<file path="src/rtl/cpu24_pkg.sv">
// cpu24_pkg: shared definitions for the CPU24/VCPU-32 core datapath.
//   WORD_LENGTH : native word width in bits.
//   word_t      : one core word, bit 0 is the MSB.
//   is_all_ones : helper returning 1 when every bit of a word is set.
package cpu24_pkg;

  localparam int WORD_LENGTH = 24;

  typedef logic [0:WORD_LENGTH-1] word_t;

  function automatic logic is_all_ones(input word_t w);
    return &w;
  endfunction

endpackage

</file>
<file path="src/rtl/incr_core.sv">
// incr_core: purely combinational WIDTH-bit incrementer, {outC, s} = a + 1.
// Ports:
//   a    in  [0:WIDTH-1]  operand, bit 0 is the MSB
//   s    out [0:WIDTH-1]  (a + 1) mod 2^WIDTH
//   outC out 1            carry-out, set only when a is all ones
// A bit toggles when every less-significant bit is 1. Those "all ones
// below" terms come from a Kogge-Stone style prefix AND tree of
// ceil(log2(WIDTH)) levels, followed by a single XOR stage.
module incr_core
  import cpu24_pkg::*;
#(
  parameter int WIDTH = WORD_LENGTH
) (
  input  logic [0:WIDTH-1] a,
  output logic [0:WIDTH-1] s,
  output logic             outC
);

  localparam int LEVELS = (WIDTH > 1) ? $clog2(WIDTH) : 1;

  // Internal little-endian view: index k = 0 is the LSB (a[WIDTH-1]).
  logic [WIDTH-1:0] b;
  logic [WIDTH-1:0] pre;     // pre[k] = AND of b[0..k]
  logic [WIDTH-1:0] sum_le;

  always_comb begin
    for (int k = 0; k < WIDTH; k++) begin
      b[k] = a[WIDTH-1-k];
    end
  end

  // Each level combines spans that are 2^l apart, so the unrolled loop
  // gives a log-depth tree rather than a ripple chain.
  always_comb begin
    logic [WIDTH-1:0] cur;
    logic [WIDTH-1:0] nxt;
    cur = b;
    nxt = b;
    for (int l = 0; l < LEVELS; l++) begin
      nxt = cur;
      for (int k = 0; k < WIDTH; k++) begin
        if (k >= (1 << l)) begin
          nxt[k] = cur[k] & cur[k-(1<<l)];
        end
      end
      cur = nxt;
    end
    pre = cur;
  end

  // The LSB always toggles; bit k toggles when bits 0..k-1 are all ones.
  always_comb begin
    sum_le = '0;
    for (int k = 0; k < WIDTH; k++) begin
      if (k == 0) begin
        sum_le[k] = ~b[k];
      end else begin
        sum_le[k] = b[k] ^ pre[k-1];
      end
    end
  end

  always_comb begin
    for (int k = 0; k < WIDTH; k++) begin
      s[WIDTH-1-k] = sum_le[k];
    end
  end

  assign outC = pre[WIDTH-1];

endmodule

</file>
<file path="src/rtl/incrementer.sv">
// incrementer: registered WIDTH-bit incrementer with carry-out.
// Ports:
//   clk       in  1            rising-edge clock
//   rst_n     in  1            asynchronous active-low reset
//   in_valid  in  1            operand on a is valid this cycle
//   a         in  [0:WIDTH-1]  operand, bit 0 is the MSB
//   out_valid out 1            s/outC hold a new result
//   s         out [0:WIDTH-1]  registered (a + 1) mod 2^WIDTH
//   outC      out 1            registered carry-out (a was all ones)
// One cycle latency, one result per cycle, no backpressure. Outputs are
// driven straight from flops.
module incrementer
  import cpu24_pkg::*;
#(
  parameter int WIDTH = WORD_LENGTH
) (
  input  logic             clk,
  input  logic             rst_n,
  input  logic             in_valid,
  input  logic [0:WIDTH-1] a,
  output logic             out_valid,
  output logic [0:WIDTH-1] s,
  output logic             outC
);

  logic [0:WIDTH-1] sum_c;
  logic             carry_c;

  logic [0:WIDTH-1] s_d,         s_q;
  logic             outc_d,      outc_q;
  logic             out_valid_d, out_valid_q;

  incr_core #(
    .WIDTH (WIDTH)
  ) u_core (
    .a    (a),
    .s    (sum_c),
    .outC (carry_c)
  );

  // Load on a valid operand, otherwise hold the last result; out_valid
  // marks only the cycle right after an accepted operand.
  always_comb begin
    s_d         = s_q;
    outc_d      = outc_q;
    out_valid_d = 1'b0;
    if (in_valid) begin
      s_d         = sum_c;
      outc_d      = carry_c;
      out_valid_d = 1'b1;
    end
  end

  // ---- stage boundary: combinational sum -> result registers ----
  always_ff @(posedge clk or negedge rst_n) begin
    if (!rst_n) begin
      s_q         <= '0;
      outc_q      <= 1'b0;
      out_valid_q <= 1'b0;
    end else begin
      s_q         <= s_d;
      outc_q      <= outc_d;
      out_valid_q <= out_valid_d;
    end
  end

  assign s         = s_q;
  assign outC      = outc_q;
  assign out_valid = out_valid_q;

endmodule

</file>
<file path="config.mk">
export PLATFORM = sky130hd
export DESIGN_NAME = incrementer
export DESIGN_NICKNAME = d
export VERILOG_FILES = /design/src/rtl/cpu24_pkg.sv /design/src/rtl/incr_core.sv /design/src/rtl/incrementer.sv
export SDC_FILE = /design/constraint.sdc
export NUM_CORES = 1
export LEC_CHECK = 0
export CORE_MARGIN = 2
export CORE_UTILIZATION = 40
export CTS_CLUSTER_DIAMETER = 60
export CTS_CLUSTER_SIZE = 28
export DETAILED_ROUTE_END_ITERATION = 10
export HOLD_SLACK_MARGIN = 0.15
export PLACE_DENSITY = 0.73
export SLEW_MARGIN = 0
export SYNTH_ARGS = -nofsm -noshare
export SYNTH_HDL_FRONTEND = slang
export SYNTH_SLANG_ARGS = --single-unit
</file>
<file path="constraint.sdc">
create_clock -name clk -period 1.1 [get_ports clk]
set_input_delay 0.165 -clock clk [delete_from_list [all_inputs] [get_ports clk]]
set_output_delay 0.165 -clock clk [all_outputs]
set_load 0.03 [all_outputs]
</file>
==> metrics.md <==
| Metric | Value |
|---|---|
| Final Hold Violating Endpoints | 0 |
| Highest clock rate | 755.8 MHz |
| Required time of the worst setup path | 1300 ps |
| Critical path launch point type | primary input |
| CTS H-tree lvls | 1 |
| Most frequently used cell type in the post-synthesis netlist | dfrtp_1 |
| Gpl congestion | 0.8379 |
| Reported max-cap violation count | 0 |
| Biggest area consumer among synthesized cells | dfrtp_1 |
| Overflow after GRT | 0 |
| Overall die height | 64.03 um |
| Post-route met1 wirelength | 1.725 mm |
| CTS clock-pin slew for the worst setup and hold paths | 140 ps |
| Placed cell count | 286 |
| IO buf count | 52 |
| Result of the run | finished with violations |
| Via-to-Cell Ratio | 5.309 |
| Top cells by instance count after synthesis | 26 x dfrtp_1, 23 x nor2_1, 13 x a21oi_1, 10 x xnor2_1, 9 x o21ai_0 |
| Top cells by area in the synthesized netlist | dfrtp_1 45%, xnor2_1 6.1%, nor2_1 6.0% |
| Wire length of the first global-routing pass | 6.844 mm |
| Post-detail-place hpwl | 3.027 mm |
| Skew-Pair Late Insertion Delay | 310 ps |
| Uppermost routed layer | met4 |
| Actual transition at the worst max-transition pin | 247.6 ps |
| Crit path setup slack, layout | -223.1 ps |
| Power per Cell Area | 967.4 nW/um^2 |
| Post-route design area | 2396 sq um |
| Via count of the first global-routing pass | 1585 |
| Fillers | 277 |
| Clock root buffer master | clkbuf_4 |
| Average wire length per cell after detail routing | 14.47 um |
| Class of the most critical setup path | in2reg |
| Final total negative setup slack | -1185 ps |
| Worst Skew | 0 ps |
| Number of flops mapped to enable cells by yosys | 0 |
| Primary flip-flop cell chosen by synthesis mapping | dfrtp_1 |
| Post-Place Worst Slack | -857.1 ps |
| Post-route worst hold slack | 172.9 ps |
| Share of cells above drive strength 1 | 42.46% |
| Yosys cell types | 32 |
| # clock sinks | 26 |
| Final number of max-transition violations | 0 |
| Final routed DRC violation total | 0 |
| Crit-path max FO | 4 |
| Instance area at placement | 2228 sq um |
| Data arrival, critical path | 1520 ps |
| Clock period minus worst slack | 1323 ps |
| Synthesis-stage register bit count | 26 |
| Starting density of the core | 42.52% |
| Violated checks | negative setup slack |
| Row count | 21 |
| Final Routed Wirelength | 4.311 mm |
| Number of DRC violations after detailed-routing iteration 0 | 67 |
| Post-synth ARST share | 100.0% |
| Ant diodes | 0 |
| Synth top area share | 45.14% |
| Area overhead of the layout relative to synthesis | 66.23% |
| Cts bufs inserted | 3 |
| Cell Area, Synth | 1441 sq um |
| Routed length on met3 | 276 um |
| Number of vias after detailed routing | 1582 |
| Count of pins on the block boundary | 53 |
| Count of antenna-violating nets left after detailed routing | 0 |
| Ratio of final minimum period to clock period | 120.3% |
| Syn_nets | 183 |
| Area inside the core boundary | 3390 sq um |
| Cell count after synthesis | 155 |
| Maximum number of buffers from clock root to sink | 2 |
| Overall Global Routing Usage | 20.98% |
| Normalized max-slew margin | 83.32% |
| Lkg Pwr | 1.046 nW |
| First-pass iteration count of the detailed router | 4 |
| X dimension of the die | 64.03 um |
| Kind of capture point of the worst setup path | register |
| Number of nets in the final layout | 282 |
| Worst IR Drop VDD | 0.0005887 V |
| Number of antenna violations at the first check in global routing | 0 |
| Count of non-filler cells in the finished layout | 298 |
| Amount of wire on met2 after detailed routing | 2.242 mm |
| Die Outline Area | 4100 sq um |
| Class of the tightest hold or removal check | in2async |
| Share of the yosys chip area belonging to registers | 45.14% |
| CP Launch Point | a[22] |
| TritonCTS clock tree | built |
| Setup repair after global routing missed its margin | yes |
| Launching point of the worst reg2reg path | s[1] |
| Final-report setup violation count | 11 |
| Maximum number of pins on one net before global-route repair | 27 |
| Mean Syn Cell Area | 9.299 sq um |
| Count of synthesis-stage warnings from yosys | 0 |
## routing by layer
metal	vias up	global-route usage, %
met5	-	0
met4	0	4.620
met3	10	4.049
met2	64	37.63
met1	753	25.94
li1	755	-
## metrics by stage
| stage | utilization (%) | total power [W] |
|---|---|---|
| 3_5_place_dp | 65.74 | 0.001874 |
| 4_1_cts | 67.22 | 0.002264 |
| 3_3_place_gp | 65.74 | 0.001857 |
| 2_1_floorplan | - | 0.001456 |
| 5_1_grt | 70.69 | 0.002416 |
| 6_report | 70.69 | 0.002318 |
## what timing repair did
action / in CTS / in global routing
setup endpoints to repair: 22 / 25
pin swaps: 19 / 12
setup buffers: 3 / 5
gates resized for setup: 76 / 18
hold buffers: 2 / 0
endpoints found under the hold margin: 2 / 0
## final timing paths
check / endpoint / cells after the start / slack, ps
worst max register to register: s[1] / 2 / 210
worst min register to register: outC / 1 / 510
max in group asynchronous: s[19] / 2 / 770
min in group clk: s[22] / 3 / 210
worst max-delay path: s[5] / 7 / -220
worst min-delay path: s[8] / 2 / 170
## sequential cells by signal, summed over array words and instances (netlist names)
signal     flops
outC           1
out_valid      1
s             24
## cells by family (layout without fill, tap and decap cells)
logic type | after synthesis | in the layout | share of synthesized area (%)
xor gates and xnor gates | 13 | 13 | 7.899
DFF | 26 | 26 | 45.14
adders and majority gates | 1 | 1 | 0.8679
muxes | 1 | 1 | 0.7812
buffers and inverters | 11 | 108 | 5.382
AOI/OAI and AO/OA | 33 | 33 | 12.76
and+or+nand+nor | 70 | 70 | 27.17
## cells in the final DEF (no fill, tap or decap), types with 6 or more instances in the layout
cell / count
dlygate4sd2_1: 6
buf_6: 13
xnor2_1: 9
a21oi_1: 13
dfrtp_1: 26
or3_1: 8
buf_2: 10
nand4_1: 6
a31oi_1: 8
nand2_1: 6
buf_4: 60
o21ai_0: 8
nand3_1: 7
nor2_1: 23
## critical path, cell delays in order
cell and delay, ps:
buf_8 80, ha_4 120, nand4_1 80, or4_4 550, buf_4 160, o21ai_0 220, a31oi_1 140
## where the power goes
group | switching (W) | internal [W] | leakage [nW]
sequential | 0.0000563 | 0.00104 | 0.295
combinational | 0.000437 | 0.000373 | 0.737
clock | 0.000280 | 0.000129 | 0.0138
total | 0.000774 | 0.00154 | 1.05
## layout make-up
type | instances | area (sq um) | area share, %
tap | 46 | 57.56 | 2.402
inverter | 4 | 15.01 | 0.6266
clock buffer | 3 | 22.52 | 0.9399
sequential | 26 | 650.6 | 27.15
timing repair buffer | 101 | 835.8 | 34.88
multi-input combinational | 118 | 814.5 | 33.99
No activity file was read; power rests on OpenSTA's default activity.
==> patch (same flow settings) <==
Take the reset off `s_q` and load it in a clocked block of its own.
--- a/src/rtl/incrementer.sv
+++ b/src/rtl/incrementer.sv
@@ -54,14 +54,16 @@
   // ---- stage boundary: combinational sum -> result registers ----
   always_ff @(posedge clk or negedge rst_n) begin
     if (!rst_n) begin
-      s_q         <= '0;
       outc_q      <= 1'b0;
       out_valid_q <= 1'b0;
     end else begin
-      s_q         <= s_d;
       outc_q      <= outc_d;
       out_valid_q <= out_valid_d;
     end
+  end
+
+  always_ff @(posedge clk) begin
+    s_q <= s_d;
   end
 
   assign s         = s_q;
Formal check against the unedited RTL: not equivalent (a bounded check fails within 4 cycles, from zero or initial values and one cycle with rst_n low).
==> patch against the original RTL <==
The run still ends with negative setup slack left; die area down 13%; combinational power shrank 25%; sequential share of layout area rose by 8.6 points; sequential cell count unchanged; register-to-register slack better by 0.26 ns; wire length decreased by 32%; global-route usage is 4.4 points lower; power is 5.6% lower; fmax rose by 20%; design area fell by 10%; area after synthesis fell by 14%; worst setup slack better by 0.22 ns.
==> patch: results (changes against the original RTL) <==
- Result of the run: complete, but fails checks
- Violations in the final reports: negative setup slack
- # hold bufs at CTS: 3 (+1)
- Worst hold start: a[10]
- GRT Util Overall: 16.63% (-4.4 points)
- Total nets after synthesis: 120 (-34%)
- Maximum ir drop on the vdd rail: 0.4410 mV (-25%)
- Crit path arrival time: 1.19 ns (-0.33 ns)
- TritonCTS Buffers: 3 (unchanged)
- Clock transition at path regs: 0.14 ns (about the same)
- Dominant synthesized flop cell: sky130_fd_sc_hd__edfxtp_1
- Hold slack: 0.1311 ns (-0.04187 ns)
- Largest fanout on the critical path: 5 (+1)
- Largest net degree at the start of global routing: 28 (+3.7%)
- Worst Setup Slack post-DPL: -0.8770 ns (-0.01989 ns)
- Destination of the worst hold path: s[10]
- Final antenna diode count: 0 (unchanged)
- Commonest cells post-synth: sky130_fd_sc_hd__edfxtp_1, sky130_fd_sc_hd__xnor2_1, sky130_fd_sc_hd__nand2_1, sky130_fd_sc_hd__xor2_1, sky130_fd_sc_hd__nor2_1
- Critical register-to-register path endpoint: outC
- Routed wire length: 2944 microns (-32%)
- Final Worst Setup Slack: -0.003107 ns (+0.2200 ns)
- Vias in the first global route: 1039 (-34%)
- Worst flop-to-flop path startpoint: outC
- Number of cells traversed by the worst hold path: 2
- Count of different cell masters after synthesis: 18 (-44%)
- Largest buffer count on any clock path: 2 (unchanged)
- Warning count from the yosys run: 0 (unchanged)
- Slew @ Worst Pin: 0.3585 ns (+0.1109 ns)
- # placed instances: 207 (-28%)
- Worst Hold Class: in2reg
- Critical-path top delay cell: sky130_fd_sc_hd__nor4_4
- Worst Skew: 0 ns (unchanged)
- EDFF count, synth: 24 (+24)
- Detailed-routing iteration count for the pre-antenna-repair pass: 4 (unchanged)
- Mean instance size in the synthesized netlist: 13.49 sq um (+45%)
- Final HPWL from detailed placement: 2286 microns (-24%)
- Antenna Nets Post-Route: 0 (unchanged)
- Final standard cell count with taps included and fillers excluded: 217 (-27%)
- Share of flip-flops with an asynchronous set or reset: 7.692% (-92 points)
- Final setup viols: 1 (-10)
- First-pass GRT wire length: 4471 microns (-35%)
- Post-DR vias/cell: 4.765 (-10%)
- Reg2reg setup slack: 0.47 ns (+0.26 ns)
- Max reg flops: 24 (unchanged)
- Sequential fraction of the synthesis area: 62.10% (+17 points)
- Cell types occupying the most area after synthesis: sky130_fd_sc_hd__edfxtp_1, sky130_fd_sc_hd__xnor2_1, sky130_fd_sc_hd__xor2_1
- Iter 0 DRT Violations: 38 (-43%)
- Placer Congestion: 0.7875 (-6.0%)
- Leakage power figure: 0.9503 nW (-9.1%)
- Fraction of layout cells with a size suffix above 1: 50.54% (+8.1 points)
- H-tree lvl count: 1 (unchanged)
- Slowest stage delay, CP: 0.44 ns (-0.11 ns)
==> patch: final cells by class <==
type	count	area, sq um
sequential	26	770.7
timing repair buffer	88	762.0
tap	33	41.29
fill	222	848.3
inverter	3	11.26
multi-input combinational	63	543.0
clock buffer	3	22.52
clock inverter	1	3.754
==> patch: worst max-delay path by stage <==
stage	startpoint	end	slack (ns)	cells after the start
after floorplan	a[12]	s[5]	-0.18	4
after global placement	a[23]	s[5]	-0.82	6
after detailed placement	a[23]	s[5]	-0.88	6
final	a[9]	s[5]	-0.003	5
after global routing	a[9]	s[5]	-0.07	5
after CTS	a[9]	s[0]	-0.05	6
==> patch: what timing repair did <==
| item | CTS | global route |
|---|---|---|
| hold endpoints to repair | 5 | 1 |
| pin swaps | 18 | 15 |
| endpoints found under the setup margin | 22 | 14 |
| setup buffers | 4 | 0 |
| resized for setup | 76 | 20 |
==> patch: cells by family (layout without fill, tap and decap cells) <==
kind of cell | count (synthesis) | count (layout) | share of synthesized area (%)
AO/OA/AOI/OAI | 1 | 1 | 0.4028
XOR/XNOR | 22 | 22 | 15.52
adder cells (fa/ha/maj) | 1 | 1 | 1.008
buffers and inverters | 3 | 95 | 0.9072
flip-flops | 26 | 26 | 62.10
AND/OR/NAND/NOR | 39 | 39 | 20.06
==> patch: per-stage QoR <==
step	setup TNS (ns)	cell area [sq um]
global route	-0.1990	2155
CTS	-0.2149	2156
floorplan	-0.9961	1270
finish	-0.003107	2155
global placement	-16.28	2017
detailed placement	-17.38	2017
==> patch: where the power goes <==
group / internal (mW) / switching (mW)
Combinational: 0.281 / 0.324
Sequential: 1.17 / 0.0231
Clock: 0.132 / 0.262
==> patch: layer usage <==
layer	share of wire, %	up-vias	global-route usage [%]
li1	-	515	-
met1	38	488	18.71
met2	57	29	33.23
met3	4.4	2	1.299
met4	0.68	0	3.810
met5	0	-	0
